### config.mk
export PLATFORM = sky130hd
export DESIGN_NAME = sevenseg_scan_ctrl
export DESIGN_NICKNAME = d
export VERILOG_FILES = /design/src/rtl/sevenseg_pkg.sv /design/src/rtl/sevenseg_decode.sv /design/src/rtl/sevenseg_scan_ctrl.sv
export SDC_FILE = /design/constraint.sdc
export NUM_CORES = 1
export LEC_CHECK = 0
export CAP_MARGIN = 20
export CORE_ASPECT_RATIO = 0.8
export CORE_MARGIN = 2
export CORE_UTILIZATION = 56
export DETAILED_ROUTE_END_ITERATION = 16
export GPL_TIMING_DRIVEN = 1
export PLACE_DENSITY = 0.8
export REMOVE_ABC_BUFFERS = 1
export SETUP_SLACK_MARGIN = 0.1
export SYNTH_ARGS = -nofsm -noshare
export SYNTH_HDL_FRONTEND = slang
export SYNTH_SLANG_ARGS = --single-unit
### constraint.sdc
create_clock -name clk -period 7 [get_ports clk]
set_input_delay 2.1 -clock clk [delete_from_list [all_inputs] [get_ports clk]]
set_output_delay 2.1 -clock clk [all_outputs]
set_load 0.005 [all_outputs]
### src/rtl/sevenseg_pkg.sv
`default_nettype none
// ---------------------------------------------------------------------------
// sevenseg_pkg : segment patterns {A..G} and scan FSM state encoding
// Revision: 1.0
// ---------------------------------------------------------------------------
package sevenseg_pkg;

  localparam logic [6:0] SEG_0     = 7'b1111110;
  localparam logic [6:0] SEG_1     = 7'b0110000;
  localparam logic [6:0] SEG_2     = 7'b1101101;
  localparam logic [6:0] SEG_3     = 7'b1111001;
  localparam logic [6:0] SEG_4     = 7'b0110011;
  localparam logic [6:0] SEG_5     = 7'b1011011;
  localparam logic [6:0] SEG_6     = 7'b1011111;
  localparam logic [6:0] SEG_7     = 7'b1110000;
  localparam logic [6:0] SEG_8     = 7'b1111111;
  localparam logic [6:0] SEG_9     = 7'b1111011;
  localparam logic [6:0] SEG_A     = 7'b1110111;
  localparam logic [6:0] SEG_B     = 7'b0011111;
  localparam logic [6:0] SEG_C     = 7'b1001110;
  localparam logic [6:0] SEG_D     = 7'b0111101;
  localparam logic [6:0] SEG_E     = 7'b1001111;
  localparam logic [6:0] SEG_F     = 7'b1000111;
  localparam logic [6:0] SEG_BLANK = 7'b0000000;

  typedef enum logic [0:0] {
    ST_GAP = 1'b0,
    ST_ON  = 1'b1
  } state_t;

endpackage
`default_nettype wire

### src/rtl/sevenseg_decode.sv
`default_nettype none
// ---------------------------------------------------------------------------
// sevenseg_decode : combinational hex nibble to seven-segment pattern
// Revision: 1.0
// ---------------------------------------------------------------------------
module sevenseg_decode
  import sevenseg_pkg::*;
(
  input  logic [3:0] hex,
  output logic [6:0] seg
);

  always_comb begin
    seg = SEG_BLANK;
    case (hex)
      4'h0: seg = SEG_0;
      4'h1: seg = SEG_1;
      4'h2: seg = SEG_2;
      4'h3: seg = SEG_3;
      4'h4: seg = SEG_4;
      4'h5: seg = SEG_5;
      4'h6: seg = SEG_6;
      4'h7: seg = SEG_7;
      4'h8: seg = SEG_8;
      4'h9: seg = SEG_9;
      4'hA: seg = SEG_A;
      4'hB: seg = SEG_B;
      4'hC: seg = SEG_C;
      4'hD: seg = SEG_D;
      4'hE: seg = SEG_E;
      4'hF: seg = SEG_F;
      default: seg = SEG_BLANK;
    endcase
  end

endmodule
`default_nettype wire

### src/rtl/sevenseg_scan_ctrl.sv
`default_nettype none
// ---------------------------------------------------------------------------
// sevenseg_scan_ctrl : multiplexed seven-segment scan with frame-aligned
// LOAD/ACK update. Define SEVENSEG_LZB_EN for leading-zero blanking.
// Revision: 1.0
// ---------------------------------------------------------------------------
module sevenseg_scan_ctrl
  import sevenseg_pkg::*;
#(
  parameter int NDIG = 4,
  parameter int DIV  = 50000,
  parameter int GAP  = 64
) (
  input  logic              clk,
  input  logic              rstn,
  input  logic              load,
  input  logic [4*NDIG-1:0] data,
  input  logic [NDIG-1:0]   dp_in,
  output logic              ack,
  output logic [6:0]        seg,
  output logic              dp,
  output logic [NDIG-1:0]   an,
  output logic              frame
);

  localparam int CNT_MAX = (DIV > GAP) ? DIV : GAP;
  localparam int CNT_W   = (CNT_MAX > 1) ? $clog2(CNT_MAX) : 1;
  localparam int IDX_W   = $clog2(NDIG);

  localparam logic [CNT_W-1:0] DIV_LAST = CNT_W'(DIV - 1);
  localparam logic [CNT_W-1:0] GAP_LAST = CNT_W'(GAP - 1);
  localparam logic [IDX_W-1:0] IDX_LAST = IDX_W'(NDIG - 1);
  localparam logic [NDIG-1:0]  AN_ONE   = NDIG'(1);

  state_t            state;
  logic [CNT_W-1:0]  cnt;
  logic [IDX_W-1:0]  idx;
  logic [4*NDIG-1:0] disp_data;
  logic [NDIG-1:0]   disp_dp;
  logic [4*NDIG-1:0] pend_data;
  logic [NDIG-1:0]   pend_dp;
  logic              pflag;

  logic [3:0]        cur_nib;
  logic              cur_dp;
  logic [6:0]        dec_seg;
  logic              blank;
  logic [6:0]        seg_shown;
  logic              dp_shown;

  // Only one digit is lit at a time, so a single decoder serves all of them.
  always_comb begin
    cur_nib = 4'h0;
    cur_dp  = 1'b0;
    for (int i = 0; i < NDIG; i++) begin
      if (idx == IDX_W'(i)) begin
        cur_nib = disp_data[4*i +: 4];
        cur_dp  = disp_dp[i];
      end
    end
  end

  sevenseg_decode u_decode (
    .hex (cur_nib),
    .seg (dec_seg)
  );

`ifdef SEVENSEG_LZB_EN
  logic zero_run;
  logic lz_hit;

  // zero_run at position i is true when nibble i and every nibble above it is 0.
  always_comb begin
    zero_run = 1'b1;
    lz_hit   = 1'b0;
    for (int i = NDIG - 1; i >= 0; i--) begin
      zero_run = zero_run && (disp_data[4*i +: 4] == 4'h0);
      if (idx == IDX_W'(i)) lz_hit = zero_run;
    end
  end

  assign blank = lz_hit && (idx != '0) && !cur_dp;
`else
  assign blank = 1'b0;
`endif

  assign seg_shown = blank ? SEG_BLANK : dec_seg;
  assign dp_shown  = blank ? 1'b0 : cur_dp;

  // idx and disp only change when leaving ON, so the values decoded above are
  // already the ones that apply when entering ON; outputs switch with the state.
  always_ff @(posedge clk) begin
    if (!rstn) begin
      state     <= ST_GAP;
      cnt       <= '0;
      idx       <= '0;
      disp_data <= '0;
      disp_dp   <= '0;
      pend_data <= '0;
      pend_dp   <= '0;
      pflag     <= 1'b0;
      ack       <= 1'b0;
      frame     <= 1'b0;
      seg       <= SEG_BLANK;
      dp        <= 1'b0;
      an        <= '0;
    end else begin
      ack   <= 1'b0;
      frame <= 1'b0;
      case (state)
        ST_GAP: begin
          if (cnt == GAP_LAST) begin
            state <= ST_ON;
            cnt   <= '0;
            an    <= AN_ONE << idx;
            seg   <= seg_shown;
            dp    <= dp_shown;
          end else begin
            cnt <= cnt + 1'b1;
          end
        end
        ST_ON: begin
          if (cnt == DIV_LAST) begin
            state <= ST_GAP;
            cnt   <= '0;
            an    <= '0;
            seg   <= SEG_BLANK;
            dp    <= 1'b0;
            if (idx == IDX_LAST) begin
              idx   <= '0;
              frame <= 1'b1;
              if (pflag) begin
                disp_data <= pend_data;
                disp_dp   <= pend_dp;
                pflag     <= 1'b0;
                ack       <= 1'b1;
              end
            end else begin
              idx <= idx + 1'b1;
            end
          end else begin
            cnt <= cnt + 1'b1;
          end
        end
        default: begin
          state <= ST_GAP;
          cnt   <= '0;
          an    <= '0;
          seg   <= SEG_BLANK;
          dp    <= 1'b0;
        end
      endcase
      // Placed after the commit so a load on the boundary cycle stays pending.
      if (load) begin
        pend_data <= data;
        pend_dp   <= dp_in;
        pflag     <= 1'b1;
      end
    end
  end

endmodule
`default_nettype wire

==> impl.org <==
** Power and ir drop
- Switching power share of the total :: 22.5%
- Power spread over the standard cell area amounts to 208 nW/µm².
- Proportion of power drawn by the clock network :: 40.4%
- Static leakage :: 1.62 nW
- Per report_power, the combinational group accounts for 4.6% of the total.
- Net Sw Power :: 178 µW
- The design draws 791 µW.
- Cell internal power was estimated by the tool at 613 µW.
- Sequential cells burn 55.0% of the power.
- VDD sags by at most 0.000161 V.

** Clocking
- CTS hold repair buffers :: 0
- After clock tree synthesis, the clock-pin slew on the worst setup and hold paths is 0.07 ns.
- Buffer cell driving the clock tree root :: sky130_fd_sc_hd__clkbuf_8
- CTS saw 74 sinks.
- TritonCTS created 9 clock buffers.
- Clock latency of the later-clocked register in the worst-skew pair :: 0.35 ns
- Post-CTS repair changed the size of 0 cells.
- No sink is reached through more buffers than the 2 on the longest clock path.
- Count of H-tree levels built during CTS :: 3
- Once the clock tree was built, the setup fixing pass inserted 0 buffers.
- Clock tree from TritonCTS :: done

** Logic synthesis
- Biggest area consumer among synthesized cells :: sky130_fd_sc_hd__dfxtp_1
- In the synthesized netlist the dominant register cell turns out to be sky130_fd_sc_hd__dfxtp_1.
- Number of synthesized flops with an enable pin :: 0
- In the synthesized netlist, the number of instances is 335.
- Biggest area contributors in the synthesized netlist :: sky130_fd_sc_hd__dfxtp_1, sky130_fd_sc_hd__mux2i_1, sky130_fd_sc_hd__nor2_1
- In this run the biggest area consumer among cell types represents 46.0% of the synthesized area.
- Sequential share of the synthesized area :: 46.0%
- Fraction of registers with async set/reset :: 0%
- Avg Synthesized Cell Area :: 9.61 µm²
- Count of unique library cells instantiated by Yosys :: 44
- Post-synthesis cell area :: 3220 µm²
- Count of yosys warnings during synthesis :: 0
- Counting flops and latches in the post-synthesis netlist gives 74.

** STA
- The final critical path takes up 52.3% of the cycle.
- Final setup fails :: 0
- Worst relative slew slack :: 37.0%
- Slew at the pin with the worst max-slew slack :: 0.939 ns
- The number of hold violations in the final report was 0.
- Final max-slew violation count :: 0
- After routing, the total negative slack on setup checks comes to 0 ns.
- Counting I/O delays and the setup requirement, the final critical path takes 3.66 ns.
- Setup repair after global routing left no endpoint under its margin.
- Setup skew after layout :: 0.00935 ns
- For this run, the top clock speed supported by timing is 273 MHz.

** Worst setup path
- Worst setup SP type :: input pin
- Data arrives at the worst endpoint at 3.90 ns.
- Endpoint required time on the critical path :: 7.23 ns
- The worst setup path is captured at a flip-flop.
- For the worst flop-to-flop path, the logic depth is 7.
- Of all nets on the critical path, the largest fanout is 46.
- The critical path is of the input pin to flip-flop type.

** Finish
- The sequential cells in the finished layout cover a total of 1480 µm².
- After filler insertion, the fill cell instance count of the layout stands at 447.
- Share of layout cells above drive strength 1 :: 7.01%
- Layout Cells excl Fill :: 449
- Post-layout net count :: 400
- Ant. Diodes :: 0
- Summing all multi-input logic gate instances after layout gives 1610 µm².
- Once layout is done, the placed cells without fillers occupy 3790 µm².
- Area growth, synth to finish :: 17.9%

** Global route
- Global-route wire length before repair :: 10,300 µm
- Number of antenna violations at the first check in global routing :: 0
- Leftover overflow at the end of global routing :: 0
- The via count of the first global-routing pass came to 2,160.
- GRT Total Usage :: 20.9%
- Maximum number of pins on one net before global-route repair :: 47

** Detailed routing
- Post-Route WL :: 6190 µm
- Total via count after detailed routing :: 2,422
- Wirelength per Cell :: 13.8 µm
- For this run, design rule violations remaining after detail routing come to 0.
- For this block, the initial DRC count from the detailed router was 153.
- Detailed Routing Iterations Pass 1 :: 4
- The detail route stage leaves a number of antenna-violating nets equal to 0.
- Dividing the detail-routed via count by the number of cells gives 5.39.

** Die
- Die Area :: 6370 µm²
- Site Rows :: 24
- For this configuration, the core starts out at a cell density of 58.6%.
- The die is 88.8 µm wide.
- Y dimension of the die :: 71.8 µm
- The core region is 5500 µm².
- 37 I/O pins were placed.

** Worst hold path
- Along the worst hold path, the cell count comes to 1.
- The min-delay analysis places its worst path in the category flip-flop to flip-flop.

** Placement
- Detailed placement ended at an HPWL of 4140 µm.
- Summing all placed instances gives a cell area of 3600 µm².
- In this run the tool buffered the top-level ports with 36 buffer cells.
- Routability-driven placement finished with a final weighted congestion of 0.855.
- The number of placed instances, taps included, is 433.

** Flow run
- Max-cap violations in this run came to 0.

** Status
- Status :: finished, final reports clean
## kinds of logic (layout without fill, tap and decap cells)
family / count (synthesis) / after routing / synth area share, %
buffers and inverters: 27 / 63 / 3.85
AOI/OAI and AO/OA: 29 / 29 / 7.12
adders and majority gates: 11 / 11 / 4.28
xor gates and xnor gates: 15 / 15 / 4.08
muxes: 46 / 46 / 14.4
DFF: 74 / 74 / 46.0
and+or+nand+nor: 133 / 133 / 20.3
## state kept, by name, summed over array words and instances, names as in the netlist, 2 cells and up
register   cells
cnt           16
disp_data     16
pend_data     16
seg            7
an             4
disp_dp        4
pend_dp        4
idx            2
## layer usage
metal / global-route usage [%] / vias to the layer above / wire length, µm
met2: 30.9 / 54 / 2700
met4: 5.56 / 0 / 58
met1: 29.7 / 1136 / 3170
met5: 0 / - / 0
met3: 6.68 / 7 / 260
li1: - / 1225 / -
## layout by cell type, fill, tap and decap left out, drive strengths merged, types with 2 or more instances in the layout
master / count
dfxtp: 74
nor2: 65
mux2i: 44
clkdlybuf4s50: 36
nand2: 17
ha: 11
clkbuf: 9
inv: 9
and3: 8
nand3: 8
xnor2: 8
nand3b: 7
xor2: 7
a22o: 6
a21oi: 5
clkinv: 5
nor3b: 4
nand4: 4
a32o: 4
nand2b: 3
or4: 3
and2: 3
nor2b: 2
a311oi: 2
nor4: 2
or2: 2
mux2: 2
or3: 2
buf: 2
## area by class of cell
cell class	count	share of cell area, %
inverters	9	0.890
well taps	78	2.57
repair buffers	38	9.89
multi-input cells	234	42.5
flip-flops and latches	74	39.0
clock inverters	7	1.85
clock buffers	9	3.26
## power by group through the flow
stage	sequential, mW	combinational (mW)	clock, mW
final	0.435	0.0368	0.319
after global routing	0.436	0.0405	0.345
after CTS	0.435	0.0370	0.324
after detailed placement	0.445	0.0367	0
after global placement	0.444	0.0356	0
after floorplan	0.443	0.0171	0
## final timing paths
kind,from,to,slack (ns)
worst min-delay path,seg[1],seg[1],0.47
worst min register to register,seg[1],seg[1],0.47
worst max register to register,idx[0],seg[1],3.95
worst max-delay path,rstn,seg[4],3.34
## through the flow
stage	hold WS, ns	setup WS (ns)	util [%]
2_1_floorplan	0.438	3.88	-
3_3_place_gp	0.449	3.02	65.5
3_5_place_dp	0.455	2.98	65.5
4_1_cts	0.472	3.34	69.1
5_1_grt	0.488	3.15	69.1
6_report	0.466	3.34	69.1
## critical path, cell delays in order
cell and delay, ns:
sky130_fd_sc_hd__clkdlybuf4s50_1 0.49, sky130_fd_sc_hd__inv_2 0.59, sky130_fd_sc_hd__nor2_1 0.37, sky130_fd_sc_hd__a32o_1 0.34
## synth_stat cells (2+ instances only)
master,n
sky130_fd_sc_hd__nor2_1,65
sky130_fd_sc_hd__or3_1,2
sky130_fd_sc_hd__ha_1,11
sky130_fd_sc_hd__nand3_1,8
sky130_fd_sc_hd__and3_1,8
sky130_fd_sc_hd__nand4_1,4
sky130_fd_sc_hd__mux2_2,2
sky130_fd_sc_hd__a311oi_1,2
sky130_fd_sc_hd__nor2b_1,2
sky130_fd_sc_hd__a32o_1,4
sky130_fd_sc_hd__nand3b_1,7
sky130_fd_sc_hd__inv_1,8
sky130_fd_sc_hd__xor2_1,7
sky130_fd_sc_hd__nand2b_1,3
sky130_fd_sc_hd__a21oi_1,5
sky130_fd_sc_hd__nor4_1,2
sky130_fd_sc_hd__mux2i_1,44
sky130_fd_sc_hd__nor3b_1,4
sky130_fd_sc_hd__nand2_1,17
sky130_fd_sc_hd__a22o_1,6
sky130_fd_sc_hd__buf_1,2
sky130_fd_sc_hd__buf_6,3
sky130_fd_sc_hd__or4_4,3
sky130_fd_sc_hd__clkbuf_1,13
sky130_fd_sc_hd__dfxtp_1,74
sky130_fd_sc_hd__xnor2_1,8
sky130_fd_sc_hd__and2_1,3
sky130_fd_sc_hd__or2_2,2
No activity file was read; power rests on OpenSTA's default activity.
